<file path="src/rtl/instr_decode_stage_pkg.sv">
// Shared MIPS instruction constants: class codes, opcode/funct values, decoded-entry struct.
package instr_decode_stage_pkg;

    typedef enum logic [3:0] {
        CLS_ADDU    = 4'd0,
        CLS_SUBU    = 4'd1,
        CLS_ORI     = 4'd2,
        CLS_LW      = 4'd3,
        CLS_SW      = 4'd4,
        CLS_BEQ     = 4'd5,
        CLS_LUI     = 4'd6,
        CLS_JAL     = 4'd7,
        CLS_JR      = 4'd8,
        CLS_SLL     = 4'd9,
        CLS_UNKNOWN = 4'hF
    } instr_cls_e;

    localparam logic [5:0] OP_RTYPE = 6'h00;
    localparam logic [5:0] OP_ORI   = 6'h0D;
    localparam logic [5:0] OP_LW    = 6'h23;
    localparam logic [5:0] OP_SW    = 6'h2B;
    localparam logic [5:0] OP_BEQ   = 6'h04;
    localparam logic [5:0] OP_LUI   = 6'h0F;
    localparam logic [5:0] OP_JAL   = 6'h03;

    localparam logic [5:0] FN_ADDU  = 6'h21;
    localparam logic [5:0] FN_SUBU  = 6'h23;
    localparam logic [5:0] FN_SLL   = 6'h00;
    localparam logic [5:0] FN_JR    = 6'h08;

    typedef struct packed {
        instr_cls_e  cls;
        logic [4:0]  rs;
        logic [4:0]  rt;
        logic [4:0]  rd;
        logic [4:0]  shamt;
        logic [15:0] imm16;
        logic [25:0] jaddr;
    } dec_t;

    localparam dec_t DEC_RST = '{cls: CLS_UNKNOWN, default: '0};

endpackage

</file>
<file path="src/rtl/instr_decode_stage_if.sv">
// Fetch-side and control-side handshake bundle for the decode stage.
// out_illegal exists only when DECODE_ILLEGAL_TRAP_EN is defined.
interface instr_decode_stage_if;
    logic        in_valid;
    logic [31:0] in_word;
    logic        in_ready;
    logic        flush;
    logic        out_valid;
    logic        out_ready;
    logic [3:0]  out_instr;
    logic [4:0]  out_rs;
    logic [4:0]  out_rt;
    logic [4:0]  out_rd;
    logic [4:0]  out_shamt;
    logic [15:0] out_imm16;
    logic [25:0] out_jaddr;
`ifdef DECODE_ILLEGAL_TRAP_EN
    logic        out_illegal;
`endif

    modport slave (
        input  in_valid, in_word, flush, out_ready,
        output in_ready, out_valid, out_instr, out_rs, out_rt, out_rd,
               out_shamt, out_imm16, out_jaddr
`ifdef DECODE_ILLEGAL_TRAP_EN
        , output out_illegal
`endif
    );

    modport master (
        output in_valid, in_word, flush, out_ready,
        input  in_ready, out_valid, out_instr, out_rs, out_rt, out_rd,
               out_shamt, out_imm16, out_jaddr
`ifdef DECODE_ILLEGAL_TRAP_EN
        , input out_illegal
`endif
    );
endinterface

</file>
<file path="src/rtl/instr_decode_stage_classify.sv">
// Combinational map from a MIPS word to its instruction class code.
module instr_classify
    import instr_decode_stage_pkg::*;
(
    input  logic [31:0] word,
    output instr_cls_e  cls
);
    logic [5:0] op;
    logic [5:0] funct;
    logic       unused_mid;

    assign op         = word[31:26];
    assign funct      = word[5:0];
    assign unused_mid = ^word[25:6];

    always_comb begin
        cls = CLS_UNKNOWN;
        case (op)
            OP_RTYPE: begin
                case (funct)
                    FN_ADDU: cls = CLS_ADDU;
                    FN_SUBU: cls = CLS_SUBU;
                    FN_SLL:  cls = CLS_SLL;
                    FN_JR:   cls = CLS_JR;
                    default: cls = CLS_UNKNOWN;
                endcase
            end
            OP_ORI:  cls = CLS_ORI;
            OP_LW:   cls = CLS_LW;
            OP_SW:   cls = CLS_SW;
            OP_BEQ:  cls = CLS_BEQ;
            OP_LUI:  cls = CLS_LUI;
            OP_JAL:  cls = CLS_JAL;
            default: cls = CLS_UNKNOWN;
        endcase
    end
endmodule

</file>
<file path="src/rtl/instr_decode_stage.sv">
// Decode stage: classify + field split at input, 2-entry (main + skid) output buffer.
// Define DECODE_ILLEGAL_TRAP_EN to drop UNKNOWN words and raise a sticky out_illegal.
module instr_decode_stage
    import instr_decode_stage_pkg::*;
(
    input  logic                  clk,
    input  logic                  reset,
    instr_decode_stage_if.slave   bus
);
    instr_cls_e cls;
    dec_t       in_dec;
    dec_t       main_q, main_d, skid_q, skid_d;
    logic       main_vld_q, main_vld_d, skid_vld_q, skid_vld_d;
    logic       in_ready_q, in_ready_d;
    logic       push, pop, enq;

    instr_classify u_classify (.word(bus.in_word), .cls(cls));

    always_comb begin
        in_dec       = DEC_RST;
        in_dec.cls   = cls;
        in_dec.rs    = bus.in_word[25:21];
        in_dec.rt    = bus.in_word[20:16];
        in_dec.rd    = bus.in_word[15:11];
        in_dec.shamt = bus.in_word[10:6];
        in_dec.imm16 = bus.in_word[15:0];
        in_dec.jaddr = bus.in_word[25:0];
    end

    assign push = bus.in_valid && in_ready_q;
    assign pop  = main_vld_q && bus.out_ready;

`ifdef DECODE_ILLEGAL_TRAP_EN
    logic illegal_q, illegal_d;
    // UNKNOWN words still handshake on input but never reach the buffer.
    assign enq       = push && (cls != CLS_UNKNOWN);
    assign illegal_d = illegal_q || (push && !bus.flush && (cls == CLS_UNKNOWN));
    assign bus.out_illegal = illegal_q;

    always_ff @(posedge clk) begin
        if (reset) illegal_q <= 1'b0;
        else       illegal_q <= illegal_d;
    end
`else
    assign enq = push;
`endif

    // Skid only fills when main is stalled; it is always empty while main is empty.
    always_comb begin
        main_d     = main_q;
        skid_d     = skid_q;
        main_vld_d = main_vld_q;
        skid_vld_d = skid_vld_q;
        if (bus.flush) begin
            main_vld_d = 1'b0;
            skid_vld_d = 1'b0;
        end else if (!main_vld_q) begin
            if (enq) begin
                main_d     = in_dec;
                main_vld_d = 1'b1;
            end
        end else if (skid_vld_q) begin
            if (pop) begin
                main_d     = skid_q;
                skid_vld_d = 1'b0;
            end
        end else if (pop) begin
            main_d     = in_dec;
            main_vld_d = enq;
        end else if (enq) begin
            skid_d     = in_dec;
            skid_vld_d = 1'b1;
        end
        in_ready_d = !skid_vld_d;
    end

    always_ff @(posedge clk) begin
        if (reset) begin
            main_q     <= DEC_RST;
            skid_q     <= DEC_RST;
            main_vld_q <= 1'b0;
            skid_vld_q <= 1'b0;
            in_ready_q <= 1'b1;
        end else begin
            main_q     <= main_d;
            skid_q     <= skid_d;
            main_vld_q <= main_vld_d;
            skid_vld_q <= skid_vld_d;
            in_ready_q <= in_ready_d;
        end
    end

    assign bus.in_ready  = in_ready_q;
    assign bus.out_valid = main_vld_q;
    assign bus.out_instr = main_q.cls;
    assign bus.out_rs    = main_q.rs;
    assign bus.out_rt    = main_q.rt;
    assign bus.out_rd    = main_q.rd;
    assign bus.out_shamt = main_q.shamt;
    assign bus.out_imm16 = main_q.imm16;
    assign bus.out_jaddr = main_q.jaddr;
endmodule

</file>
<file path="src/flat_wrapper.sv">
// flat-port wrapper written by rule: the top's interface ports become plain ports
module instr_decode_stage_flat import instr_decode_stage_pkg::*;
  (clk, reset, bus_in_valid, bus_in_word, bus_flush, bus_out_ready, bus_in_ready, bus_out_valid, bus_out_instr, bus_out_rs, bus_out_rt, bus_out_rd, bus_out_shamt, bus_out_imm16, bus_out_jaddr);
  instr_decode_stage_if bus_i ();
  input  logic clk;
  input  logic reset;
  input wire logic [$bits(bus_i.in_valid)-1:0] bus_in_valid;
  input wire logic [$bits(bus_i.in_word)-1:0] bus_in_word;
  input wire logic [$bits(bus_i.flush)-1:0] bus_flush;
  input wire logic [$bits(bus_i.out_ready)-1:0] bus_out_ready;
  output wire logic [$bits(bus_i.in_ready)-1:0] bus_in_ready;
  output wire logic [$bits(bus_i.out_valid)-1:0] bus_out_valid;
  output wire logic [$bits(bus_i.out_instr)-1:0] bus_out_instr;
  output wire logic [$bits(bus_i.out_rs)-1:0] bus_out_rs;
  output wire logic [$bits(bus_i.out_rt)-1:0] bus_out_rt;
  output wire logic [$bits(bus_i.out_rd)-1:0] bus_out_rd;
  output wire logic [$bits(bus_i.out_shamt)-1:0] bus_out_shamt;
  output wire logic [$bits(bus_i.out_imm16)-1:0] bus_out_imm16;
  output wire logic [$bits(bus_i.out_jaddr)-1:0] bus_out_jaddr;
  assign bus_i.in_valid = bus_in_valid;
  assign bus_i.in_word = bus_in_word;
  assign bus_i.flush = bus_flush;
  assign bus_i.out_ready = bus_out_ready;
  assign bus_in_ready = bus_i.in_ready;
  assign bus_out_valid = bus_i.out_valid;
  assign bus_out_instr = bus_i.out_instr;
  assign bus_out_rs = bus_i.out_rs;
  assign bus_out_rt = bus_i.out_rt;
  assign bus_out_rd = bus_i.out_rd;
  assign bus_out_shamt = bus_i.out_shamt;
  assign bus_out_imm16 = bus_i.out_imm16;
  assign bus_out_jaddr = bus_i.out_jaddr;
  instr_decode_stage u_core (.clk(clk), .reset(reset), .bus(bus_i));
endmodule
</file>
<file path="config.mk">
export PLATFORM = sky130hd
export DESIGN_NAME = instr_decode_stage_flat
export DESIGN_NICKNAME = d
export VERILOG_FILES = /design/src/rtl/instr_decode_stage_pkg.sv /design/src/rtl/instr_decode_stage_if.sv /design/src/rtl/instr_decode_stage_classify.sv /design/src/rtl/instr_decode_stage.sv /design/src/flat_wrapper.sv
export SDC_FILE = /design/constraint.sdc
export NUM_CORES = 1
export LEC_CHECK = 0
export ABC_AREA = 1
export BUFFER_PORTS_ARGS = -buffer_cell sky130_fd_sc_hd__buf_2
export CORE_ASPECT_RATIO = 1.2
export CORE_MARGIN = 8
export CORE_UTILIZATION = 35
export DETAILED_ROUTE_END_ITERATION = 7
export GPL_ROUTABILITY_DRIVEN = 0
export PLACE_DENSITY = 0.66
export SYNTH_ARGS = -nofsm -noshare
export SYNTH_HDL_FRONTEND = slang
export SYNTH_SLANG_ARGS = --single-unit
</file>
<file path="constraint.sdc">
create_clock -name clk -period 1.4 [get_ports clk]
set_clock_uncertainty 0.05 [all_clocks]
set_input_delay 0.14 -clock clk [delete_from_list [all_inputs] [get_ports clk]]
set_output_delay 0.14 -clock clk [all_outputs]
set_load 0.005 [all_outputs]
</file>
Word level (Yosys, flattened, before mapping):

Index checks and enable logic that the tools add are counted.

* bits in registers: 135
* bits in latches: 0
* RAM bits: 0
* bits in read-only memories: 0
* input bits: 37
* output and inout port bits: 68
* memories: 0

* add/subtract/negate cells: 0
* $mul: 0
* divide/modulo/power cells: 0
* order comparisons: 0
* eq/ne operators: 10
* shift operators: 0
* multiplexer cells: 16
* bitwise operators: 3
* reduce and logical (&&, ||, !) cells: 9

Operators with widths (number)
* $mux W66: 5
* $pmux W4 S7: 1
* $eq A6 B6 Y1 const B: 4
* $eq A6 B4 Y1 const B: 3
* $pmux W4 S4: 1
* $logic_not A6 Y1: 2
* $mux W1: 9
* $eq A6 B2 Y1 const B: 1
* $eq A6 B3 Y1 const B: 1
* $reduce_and A5 Y1: 1
* $not A1 Y1: 3
* $reduce_and A3 Y1: 1
* $logic_and A1 B1 Y1: 2
* $ne A2 B2 Y1 const B: 1
* $reduce_bool A2 Y1: 1
* $reduce_or A2 Y1: 1
* $logic_not A1 Y1: 1

Longest topological paths before layout:

* depth in word-level cells: 7
* depth in mapped cells: 10
* gate-level depth less buffers: 10

Cells and area by module:

Synthesis repeated with hierarchy kept, for this count alone.

* cell total of the unflattened synthesis: 579
* area, all modules: 3573.4 um^2

Modules (own cells, without submodules)
* instr_decode_stage: times used 1, cells each 529, area an instance 3335.7 um^2, sequential area each 1261.2 um^2
* instr_classify: times used 1, cells each 50, area an instance 237.7 um^2, sequential area each 0.0 um^2

Worst setup path before layout:

OpenSTA, ideal clock, no wires.

* kind: flip-flop to flip-flop
* start: register u_core.main_vld_q, in the netlist u_core.bus.out_valid
* end: register u_core.main_q (netlist bit u_core.bus.out_jaddr[16])
* setup time: 125 ps
* data arrival time: 1126 ps
* data required time: 1225 ps
* path slack: 98 ps
* cell stages (with the launch flop): 7
* path buffers: 1
* period minus slack after synthesis: 1302 ps
* cell sequence: dfxtp_1 > nor2_1 > o21ai_4 > inv_2 > buf_2 > o21ai_0 > a31oi_1

* cells in the longest elaborated chain, start to end: 3

Ends and longest elaborated chain
* start, declared: RTL line instr_decode_stage.sv:13 `logic main_vld_q, main_vld_d, skid_vld_q, skid_vld_d;`
* start signal, assigned: RTL line instr_decode_stage.sv:87 `main_vld_q <= main_vld_d;`
* $logic_and A1 B1 Y1: RTL line instr_decode_stage.sv:31 `assign pop = main_vld_q && bus.out_ready;`
* $ne A2 B2 Y1 (no line)
* $reduce_and A3 Y1 (no line)
* end signal, assigned: RTL line instr_decode_stage.sv:85 `main_q <= main_d;`
* end, declared: RTL line instr_decode_stage.sv:12 `dec_t main_q, main_d, skid_q, skid_d;`

Parallel ways exist; a longest one is shown, timed or not.
A chain may end at the register's enable or synchronous reset.

Worst setup path in the final report:

* start: register u_core.in_ready_q, in the netlist u_core.bus.in_ready
* end: register u_core.skid_q[54] (netlist bit)

* cells in the longest elaborated chain, start to end: 2

Ends and longest elaborated chain
* start, declared: RTL line instr_decode_stage.sv:14 `logic in_ready_q, in_ready_d;`
* start signal, assigned: RTL line instr_decode_stage.sv:89 `in_ready_q <= in_ready_d;`
* $logic_and A1 B1 Y1: RTL line instr_decode_stage.sv:30 `assign push = bus.in_valid && in_ready_q;`
* $reduce_and A5 Y1 (no line)
* end signal, assigned: RTL line instr_decode_stage.sv:86 `skid_q <= skid_d;`
* end, declared: RTL line instr_decode_stage.sv:12

Every way passes these cells.

==> results.txt <==
- Final hold violation count: 0
* Most area-hungry cell type in the Yosys netlist: sky130_fd_sc_hd__dfxtp_1
- TritonCTS Buffers: 9
- Max clock buf depth: 2
- Among all cell types in the netlist, the one instantiated most often is sky130_fd_sc_hd__nand2_1.
* Initial antenna violation count: 1
- Synth-to-Final Area Change: 22.5%
* Leakage Power: 1.74 nW
* Average size of a mapped cell: 7.15 um2
- Die area: 0.0115 mm2
- Walking the worst path, the cells encountered are nand2_2 -> inv_1 -> nand4_1 -> inv_2 -> buf_8 -> nor2_1 -> nor2_1.
- Worst VDD drop: 0.000354 V
- STA classifies the critical path endpoint as a flip-flop.
* Final routed wirelength across all metal layers: 7770 um
* Detailed-routing wirelength on met1: 3220 um
* Maximum fanout count along the critical path: 17
- For this run, the slowest stage of the critical path takes 0.35 ns.
* Minimum period implied by the final worst setup slack: 1.31 ns
- In the final design database the tool counted 516 nets.
* Crit path DAT: 1.52 ns
- The floorplan step set the die height to 116 um.
* Vias post-DR: 2779
* Hold Slack: 0.0191 ns
- Count of buffer and inverter cells on the critical path: 3
- Core Rows: 36
* Wire length on met2: 3860 um
- Post-synthesis async set-or-reset flop share: 0
- The H-tree was split into 3 levels.
* Required time worst endpoint: 1.61 ns
- The critical path runs through a total of 7 cells.
- The first global-routing pass estimated 12200 um of wire.
- Synthesized-area fraction occupied by and/or/nand/nor cells: 0.224
* Met3 WL post-DR: 530 um
- Synthesis produced a netlist whose cell count is 409.
* Number of DRC violations after detailed-routing iteration 0: 113
- Counting flops with a built-in enable in the synthesized netlist gives 0.
- Of the available clock period, the critical path in the final layout requires 0.935.
- In the final layout, the multi-input gates occupy 0.00120 mm2.
- Yosys reg bits: 63
- The endpoint identified for the worst register-to-register timing path is u_core.skid_q[54].
- Top cell family by delay on the critical path: simple AND/OR/NAND/NOR gates
* Number of warning messages in the yosys log: 0
* Worst Setup Path Type: flip-flop to flip-flop
- Among the stages of the critical path, the cell type that occurs most often is sky130_fd_sc_hd__nor2_1.
* Number of distinct library cells after synthesis: 19
* Floorplan die width: 99.4 um
- CTS placed an instance of sky130_fd_sc_hd__clkbuf_8 at the clock tree root.
- Parity-gate share of the synthesized area counting xor and xnor cells: 0
* Detail Route Antenna Nets: 0
- Leading register cell type out of synthesis: sky130_fd_sc_hd__dfxtp_1
- Setup slack on the worst reg-to-reg path comes out at 0.09 ns.
- In this run the top signal layer used is met5.
- Entering global routing, the biggest net connects 35 pins.
- Across every metal layer, demand over resource in global routing totals 0.131.
- After synthesis, the largest family of logic cells by area is simple AND/OR/NAND/NOR gates.
- The path class of the tightest hold or removal check is primary input to flip-flop.
- Worst R2R Start: u_core.bus.in_ready
- In the final layout, the share of cells above drive strength 1 is 0.289.
* Antenna diodes: 0
* Max Cap Viol: 0
* Top Ports: 105
- Syn Nets: 446
- Endpoints failing setup: 0
* Max-slew violation total from the final report: 0
* Core ar.: 0.00811 mm2
- Worst R2R Path Depth: 7
- Summed over all layers, the global routing overflow is 0.
* Top cells by instance count after synthesis: sky130_fd_sc_hd__nand2_1, sky130_fd_sc_hd__nor2_1, sky130_fd_sc_hd__dfxtp_1
- Beginning of the critical path: u_core.bus.in_ready
- Sorting the synthesized cells by area gives the leading types as sky130_fd_sc_hd__dfxtp_1, sky130_fd_sc_hd__buf_4, sky130_fd_sc_hd__nand2_1, sky130_fd_sc_hd__o21ai_0, sky130_fd_sc_hd__nor2_1.
- Detailed-placement wirelength estimate: 5540 um
- The fraction of the mapped netlist area in compound gates was 0.186.
- Result of the run: completed
- Fill cells in the final layout number 838.
- Drt via density: 4.80
- Peak clock frequency supported by timing: 764 MHz
- The design draws 4.21 mW.
* TritonCTS clock tree: done
- Measured against its own limit, the worst slew margin works out to 0.767.
- DRC violation count after routing: 0
* Final-layout setup total negative slack: 0 ns
* Cell area after technology mapping: 0.00292 mm2
- STA classifies the critical path startpoint as a flip-flop.
- End point of the critical path: u_core.skid_q[54]
- Library cell contributing the largest single delay on the critical path: sky130_fd_sc_hd__dfxtp_1
- Sink count of the clock tree: 63
- Of the post-synthesis cell area, the part taken by muxes is 0.
* Effective utilization at floorplan: 0.361
- Adder-cell share of the synthesized area: 0
- At the later pin of the worst-skew pair, clock insertion delay measures 0.33 ns.
* Post-synthesis sequential area ratio: 0.431
- Vias in the first global route: 2592
* PwrDens: 1170 mW/mm2
- DR WL/cell: 13.4 um
- The first TritonRoute pass finished after 4 iterations.
- Top-area cell type share of the netlist area: 0.431
- Clock-pin slew was measured on the worst setup and hold paths at 0.08 ns.
* Area taken by flip-flops and latches: 0.00126 mm2
* Worst-Margin Slew: 0.348 ns
- Count of input and output buffers: 104
- In this run the post-CTS setup repair buffer count came out at 0.
==> worst reg2reg max path, stage by stage, from the launching register on <==
cell and delay [ns]:
sky130_fd_sc_hd__dfxtp_1 0.35, sky130_fd_sc_hd__nand2_2 0.08, sky130_fd_sc_hd__inv_1 0.07, sky130_fd_sc_hd__nand4_1 0.18, sky130_fd_sc_hd__inv_2 0.16, sky130_fd_sc_hd__buf_8 0.17, sky130_fd_sc_hd__nor2_1 0.06, sky130_fd_sc_hd__nor2_1 0.12
==> flip-flops by register name (all words and copies together), names as in the netlist <==
register,count
u_core.skid_q,30
u_core.bus.out_jaddr,26
u_core.bus.out_instr,4
u_core.bus.in_ready,1
u_core.bus.out_valid,1
u_core.skid_vld_q,1
==> metal layers <==
layer | vias to the layer above | GRT usage
met4 | 2 | 0.0768
met5 | - | 0
met3 | 12 | 0.0417
li1 | 1440 | -
met2 | 69 | 0.226
met1 | 1256 | 0.138
==> layout make-up <==
type,instances,share of cell area
Timing Repair Buffer,117,0.191
Inverter,23,0.0248
Tap cell,95,0.0332
Sequential cell,63,0.353
Clock inverter,6,0.0234
Multi-Input combinational cell,265,0.336
Clock buffer,10,0.0384
==> repair_timing <==
action	in CTS	in global routing
hold buffers	0	0
setup endpoints to repair	0	24
resized for setup	0	10
==> layout by cell type, fill, tap and decap left out, types with 2 or more instances in the layout <==
cell / n
sky130_fd_sc_hd__a21oi_1: 12
sky130_fd_sc_hd__a31oi_1: 26
sky130_fd_sc_hd__buf_12: 3
sky130_fd_sc_hd__buf_2: 104
sky130_fd_sc_hd__buf_4: 7
sky130_fd_sc_hd__bufinv_16: 2
sky130_fd_sc_hd__clkbuf_8: 10
sky130_fd_sc_hd__clkinv_2: 3
sky130_fd_sc_hd__dfxtp_1: 62
sky130_fd_sc_hd__inv_1: 21
sky130_fd_sc_hd__nand2_1: 76
sky130_fd_sc_hd__nand2_2: 2
sky130_fd_sc_hd__nand3_1: 16
sky130_fd_sc_hd__nand3b_1: 2
sky130_fd_sc_hd__nor2_1: 68
sky130_fd_sc_hd__o21ai_0: 52
sky130_fd_sc_hd__o21ai_1: 6
==> metrics by stage <==
step	setup slack, ns	std cells	cell area, um2	util
finish	0.0915	579	3580	0.442
global route	-0.0283	579	3580	0.442
CTS	0.0501	578	3540	0.436
detailed placement	0.0649	562	3310	0.409
global placement	0.0954	562	3310	0.409
floorplan	0.0985	409	2920	-
==> worst min-delay path by stage <==
stage / depth (start not counted) / endpoint / start / slack [ns]
2_1_floorplan: 2 / u_core.bus.in_ready / bus_flush / 0.23
3_3_place_gp: 3 / u_core.skid_q[34] / bus_in_word[8] / 0.36
3_5_place_dp: 3 / u_core.skid_q[55] / bus_in_word[19] / 0.37
4_1_cts: 3 / u_core.bus.out_jaddr[16] / bus_in_word[16] / 0.0007
5_1_grt: 3 / u_core.bus.out_jaddr[19] / bus_in_word[19] / 0.01
6_report: 3 / u_core.skid_q[53] / bus_in_word[17] / 0.02
==> where the power goes <==
group | total [mW] | internal [mW] | switching (mW) | leakage, nW
registers | 1.94 | 1.88 | 0.0565 | 0.515
clock network | 1.74 | 1.04 | 0.699 | 0.116
logic | 0.528 | 0.246 | 0.282 | 1.11
==> cell families (layout without fill, tap and decap cells) <==
| kind of cell | Yosys count | count (layout) |
|---|---|---|
| buffers and inverters | 81 | 156 |
| flip-flops | 63 | 63 |
| AO/OA/AOI/OAI | 99 | 99 |
| AND/OR/NAND/NOR | 166 | 166 |
Power figures use the tool's default switching activity.
